==> src/rtl/multi_divider.sv <==
// multi_divider: N-channel programmable clock divider with a one-deep divisor write slot.
// Defining MULTI_DIVIDER_TICK_EN builds the registered per-channel end-of-period tick.
module multi_divider_lane #(
    parameter int WIDTH       = 8,
    parameter int DEFAULT_DIV = 2
) (
    input  logic             clk_in,
    input  logic             rst_n,
    input  logic             enable,
    input  logic             restart,
    input  logic             hit,
    input  logic [WIDTH-1:0] new_div,
    output logic             commit,
    output logic             clk_out,
    output logic             tick
);
    logic [WIDTH-1:0] cnt, cnt_n, div_q, d_eff;
    logic             run, clk_r, clk_n, slow, wrap;

    assign slow   = (div_q <= WIDTH'(1));
    assign wrap   = !slow && (cnt >= div_q - WIDTH'(1));
    // A new divisor only lands where a period would start anyway, so no runt phases.
    assign commit = hit && (!enable || restart || slow || wrap);
    assign d_eff  = commit ? new_div : div_q;

    always_comb begin
        cnt_n = '0;
        // run low marks the first enabled edge: that edge loads 0 rather than counting.
        if (enable && run && !restart && !commit && !slow && !wrap)
            cnt_n = cnt + WIDTH'(1);
        clk_n = enable && (d_eff >= WIDTH'(2)) && (cnt_n >= (d_eff >> 1));
    end

    always_ff @(posedge clk_in or negedge rst_n) begin
        if (!rst_n) begin
            cnt   <= '0;
            div_q <= WIDTH'(DEFAULT_DIV);
            run   <= 1'b0;
            clk_r <= 1'b0;
        end else begin
            cnt   <= cnt_n;
            run   <= enable;
            clk_r <= clk_n;
            if (commit)
                div_q <= new_div;
        end
    end

    // Divide-by-one keeps the legacy combinational pass-through.
    assign clk_out = (div_q == WIDTH'(1)) ? (clk_in & enable) : clk_r;

`ifdef MULTI_DIVIDER_TICK_EN
    logic tick_r, tick_n;

    assign tick_n = enable && (d_eff >= WIDTH'(2)) && (cnt_n == d_eff - WIDTH'(1));

    always_ff @(posedge clk_in or negedge rst_n) begin
        if (!rst_n)
            tick_r <= 1'b0;
        else
            tick_r <= tick_n;
    end

    assign tick = tick_r;
`else
    assign tick = 1'b0;
`endif
endmodule

module multi_divider #(
    parameter int CHANNELS    = 4,
    parameter int WIDTH       = 8,
    parameter int DEFAULT_DIV = 2,
    localparam int CW         = (CHANNELS > 1) ? $clog2(CHANNELS) : 1
) (
    input  logic                clk_in,
    input  logic                rst_n,
    input  logic [CHANNELS-1:0] enable,
    input  logic                restart,
    input  logic                cfg_valid,
    output logic                cfg_ready,
    input  logic [CW-1:0]       cfg_chan,
    input  logic [WIDTH-1:0]    cfg_div,
    output logic [CHANNELS-1:0] clk_out,
    output logic [CHANNELS-1:0] tick
);
    typedef struct packed {
        logic [CW-1:0]    chan;
        logic [WIDTH-1:0] div;
    } slot_t;

    slot_t               pend;
    logic                pend_vld, accept, discard;
    logic [CHANNELS-1:0] hit, commit;

    assign cfg_ready = !pend_vld;
    assign accept    = cfg_valid && cfg_ready;
    // A slot that matches no lane targets a channel that does not exist; drop it.
    assign discard   = pend_vld && !(|hit);

    always_ff @(posedge clk_in or negedge rst_n) begin
        if (!rst_n) begin
            pend_vld <= 1'b0;
            pend     <= '0;
        end else if (accept) begin
            pend_vld <= 1'b1;
            pend     <= '{chan: cfg_chan, div: cfg_div};
        end else if (discard || (|commit)) begin
            pend_vld <= 1'b0;
        end
    end

    for (genvar c = 0; c < CHANNELS; c++) begin : g_lane
        assign hit[c] = pend_vld && (pend.chan == CW'(c));

        multi_divider_lane #(
            .WIDTH       (WIDTH),
            .DEFAULT_DIV (DEFAULT_DIV)
        ) u_lane (
            .clk_in  (clk_in),
            .rst_n   (rst_n),
            .enable  (enable[c]),
            .restart (restart),
            .hit     (hit[c]),
            .new_div (pend.div),
            .commit  (commit[c]),
            .clk_out (clk_out[c]),
            .tick    (tick[c])
        );
    end
endmodule

==> config.mk <==
export PLATFORM = sky130hd
export DESIGN_NAME = multi_divider
export DESIGN_NICKNAME = d
export VERILOG_FILES = /design/src/rtl/multi_divider.sv
export SDC_FILE = /design/constraint.sdc
export NUM_CORES = 1
export LEC_CHECK = 0
export CORE_ASPECT_RATIO = 1.25
export CORE_MARGIN = 10
export CORE_UTILIZATION = 35
export DETAILED_ROUTE_END_ITERATION = 10
export HOLD_SLACK_MARGIN = 0.06
export PLACE_DENSITY = 0.52
export SYNTH_ARGS = -nofsm -noshare
export SYNTH_HDL_FRONTEND = slang
export SYNTH_SLANG_ARGS = --single-unit
==> constraint.sdc <==
create_clock -name clk_in -period 6.3 [get_ports clk_in]
set_input_delay 1.26 -clock clk_in [delete_from_list [all_inputs] [get_ports clk_in]]
set_output_delay 1.26 -clock clk_in [all_outputs]
set_load 0.05 [all_outputs]
==> metrics.md <==
| Metric | Value |
|---|---|
| Total Routing Usage GR | 0.1365 |
| Cell Chain, Critical Path | clkbuf_16 > clkbuf_16 > nand2_1 > o21ai_1 > clkdlybuf4s50_1 |
| Crit. Startpoint | clk_in |
| Leakage Power | 2.778 nW |
| Cts hold-fix bufs | 0 |
| Drt drc | 0 |
| Count of pins over their slew limit | 0 |
| WS Path Type | clk2out |
| Antenna violations before repair | 0 |
| Post-synth EDFFs | 0 |
| Sum Neg Setup Slack | 0 ps |
| Warning count from the yosys run | 0 |
| Fill cells | approximately 1500 |
| Total Routed Length | 12940 um |
| Most used DFF post-synth | dfrtp_1 |
| Hpwl dp | between 9000 and 10000 um |
| Io pins | 27 |
| Final Skew | 6.112 ps |
| Area grow syn2layout | 14.49% |
| CP max stage delay | 710 ps |
| Rows | 50 |
| Largest family of logic cells by synthesized area | adder cells |
| Largest net degree at the start of global routing | 49 |
| Mux share of post-synthesis cell area | 0.06361 |
| Max-cap violations | 0 |
| CP Launch Type | clock port |
| # nets final | roughly 660 |
| Slew @ Worst Pin | 1070 ps |
| Synthesized area | 5370 sq um |
| Vias per Instance | 5.136 |
| Netlist cell types | 54 |
| Ys async rst share | 1.000 |
| Fraction of layout cells with a size suffix above 1 | 0.07330 |
| Peak supply drop | 230.5 uV |
| Via count | 3878 |
| Avg Cell Area, Syn | 9.963 sq um |
| Worst R2R End | g_lane[0].u_lane.clk_r |
| Die Span Y | 158.5 um |
| Yosys reg bits | 83 |
| Worst R2R Path Depth | 17 |
| CP max FO | 2 |
| Core Box Area | 15010 sq um |
| Final Hold Vio Count | 0 |
| Sequential-to-total area share from yosys stat | 0.3877 |
| Worst EP arrival | 4260 ps |
| Post-CTS setup repair buffer count | 0 |
| IO Port Bufs | 22 |
| Die Width | between 100 and 150 um |
| Post-route ant nets | 0 |
| Reg-to-reg startpoint | g_lane[0].u_lane.div_q[2] |
| Clk_lat worst skew | 460 ps |
| CP Capture Type | primary output |
| CP max stage cell | clkdlybuf4s50_1 |
| Status | completed |
| Slew HR | 0.2804 |
| Die ar. | 20730 sq um |
| DRT Pass-1 Iters | 4 |
| Power Dens Cells | 431.7 nW/um^2 |
| Cell mode on critical path | clkbuf_16 |
| Cell count after synthesis | 539 |
| Clock slew at reported path FFs | 70 ps |
| Placer Congestion | 0.8279 |
| Vias in the first global route | 4173 |
| WHS | 514.1 ps |
| R2r setup slk | approximately 1900 ps |
| Post-Synth Adder-Cell Area | 0.1678 |
| Gates resized, CTS repair | 0 |
| Setup violations, final | 0 |
| Compound-Gate Fraction of Synth Area | 0.09879 |
| 1st-iter DRT viols | 172 |
| Starting Density | 0.3577 |
| CP Capture Point | clk_out[2] |
| CTS tree | done |
| Post-synthesis simple-gate area fraction | 0.1493 |
| Per-cell routed wire length | 17.13 um |
| Worst hold path class | reg2reg |
| Antenna cell count | 0 |
| RSZ-0062 raised after global routing | no |
| Xor/xnor share of the synthesized area | 0.07829 |
| First-pass GRT wire length | between 20000 and 25000 um |
| Remaining global-route overflow | 0 |
| WP data required | 5040 ps |
==> layout make-up <==
| type | count | area, sq um | area share |
|---|---|---|---|
| Clock buffer | 17 | 365.4 | 0.05942 |
| Multi-Input combinational cell | 395 | 3010 | 0.4896 |
| Timing Repair Buffer | 20 | 192.7 | 0.03134 |
| Clock inverter | 7 | 78.83 | 0.01282 |
| Tap cell | 182 | 227.7 | 0.03704 |
| Inverter | 51 | 191.4 | 0.03114 |
| Sequential cell | 83 | 2082 | 0.3386 |
==> where the power goes <==
| group | internal [mW] | total, mW | switching, mW | leakage (nW) |
|---|---|---|---|---|
| logic | 0.459 | 1.02 | 0.561 | 1.50 |
| clock network | 0.428 | 0.715 | 0.287 | 0.215 |
| registers | 0.687 | 0.919 | 0.233 | 1.06 |
| total | 1.57 | 2.65 | 1.08 | 2.78 |
==> routing by layer <==
metal  global-route usage  wire [um]  vias to the layer above
met3              0.03694        542                       29
met5                    0          0                        -
met1               0.1572       5662                     1859
met4              0.08276        418                        0
li1                     -          -                     1924
met2               0.2209       6313                       66
==> stage by stage <==
stage | setup slack [ps] | util | instance area (sq um) | cells | total power, mW
CTS | 754.7 | 0.4095 | 6148 | 755 | 2.691
floorplan | 1617 | - | 5381 | 542 | 1.660
finish | 783.1 | 0.4095 | 6148 | 755 | 2.654
detailed placement | 1108 | 0.3826 | 5744 | 735 | 1.978
global route | 736.1 | 0.4095 | 6148 | 755 | 2.891
global placement | 1108 | 0.3826 | 5744 | 735 | 1.948
==> synthesized netlist by cell type (all sizes together), types with 2 or more instances <==
cell type  count  share of area
dfrtp         79           0.37
or4            5         0.0077
buf           12          0.017
a21o           9          0.013
inv           51          0.036
a211oi         9          0.014
dfstp          4          0.020
mux2           9          0.019
a211o          2         0.0033
o2111ai        2         0.0033
a21oi         12          0.011
a31oi          3         0.0047
nor4b          2         0.0033
o22a           2         0.0033
xor2          17          0.028
o31a           2         0.0033
nand4          7         0.0082
nor3          10          0.013
nand3         16          0.015
and3           3         0.0035
nor3b          6         0.0084
mux2i         24          0.045
nor4           5         0.0058
o211ai         2         0.0028
or3            3         0.0035
ha            72           0.17
xnor2         31          0.051
nand2b         6         0.0070
nor2          51          0.036
o21ai         27          0.026
nand2         37          0.026
nor2b          6         0.0070
==> kinds of logic (layout without fill, tap and decap cells) <==
group | Yosys count | after routing
AOI/OAI and AO/OA | 77 | 77
xor gates and xnor gates | 48 | 48
adders and majority gates | 72 | 72
buffers and inverters | 64 | 95
DFF | 83 | 83
muxes | 33 | 33
other | 1 | 4
and+or+nand+nor | 161 | 161
==> how the worst min path moves through the flow <==
stage | startpoint | end | slack (ps) | cells past startpoint
floorplan | g_lane[0].u_lane.cnt[0] | g_lane[0].u_lane.cnt[0] | 480 | 1
global placement | g_lane[0].u_lane.cnt[0] | g_lane[0].u_lane.cnt[0] | 510 | 1
detailed placement | g_lane[0].u_lane.cnt[0] | g_lane[0].u_lane.cnt[0] | 510 | 1
CTS | g_lane[0].u_lane.cnt[0] | g_lane[0].u_lane.cnt[0] | 520 | 1
global route | g_lane[0].u_lane.cnt[0] | g_lane[0].u_lane.cnt[0] | 540 | 1
finish | g_lane[0].u_lane.cnt[0] | g_lane[0].u_lane.cnt[0] | 510 | 1
==> cell usage in the layout, fill, tap and decap left out, types with 5 or more instances in the layout <==
master / n
dfrtp_1: 79
ha_1: 72
nor2_1: 51
inv_1: 48
nand2_1: 37
xnor2_1: 31
mux2i_1: 24
clkdlybuf4s50_1: 21
o21ai_1: 20
xor2_1: 17
nand3_1: 16
clkbuf_16: 13
a21oi_1: 12
a21o_1: 9
a211oi_1: 8
nand4_1: 7
mux2_1: 7
nor2b_1: 6
nand2b_1: 6
nor3b_1: 6
nor3_1: 6
o21ai_0: 6
nor4_1: 5
==> critical path, delay by kind of cell <==
kind            cells  cell delay [ps]
buf+inv             3              980
simple gates        1               60
compound gates      1               70
==> flip-flops by register name, indices dropped and copies added (netlist names) <==
| register | cells |
|---|---|
| g_lane.u_lane.clk_r | 4 |
| g_lane.u_lane.div_q | 32 |
| g_lane.u_lane.cnt | 32 |
| pend | 10 |
| g_lane.u_lane.run | 4 |
| pend_vld | 1 |
No activity file was read; power rests on OpenSTA's default activity.
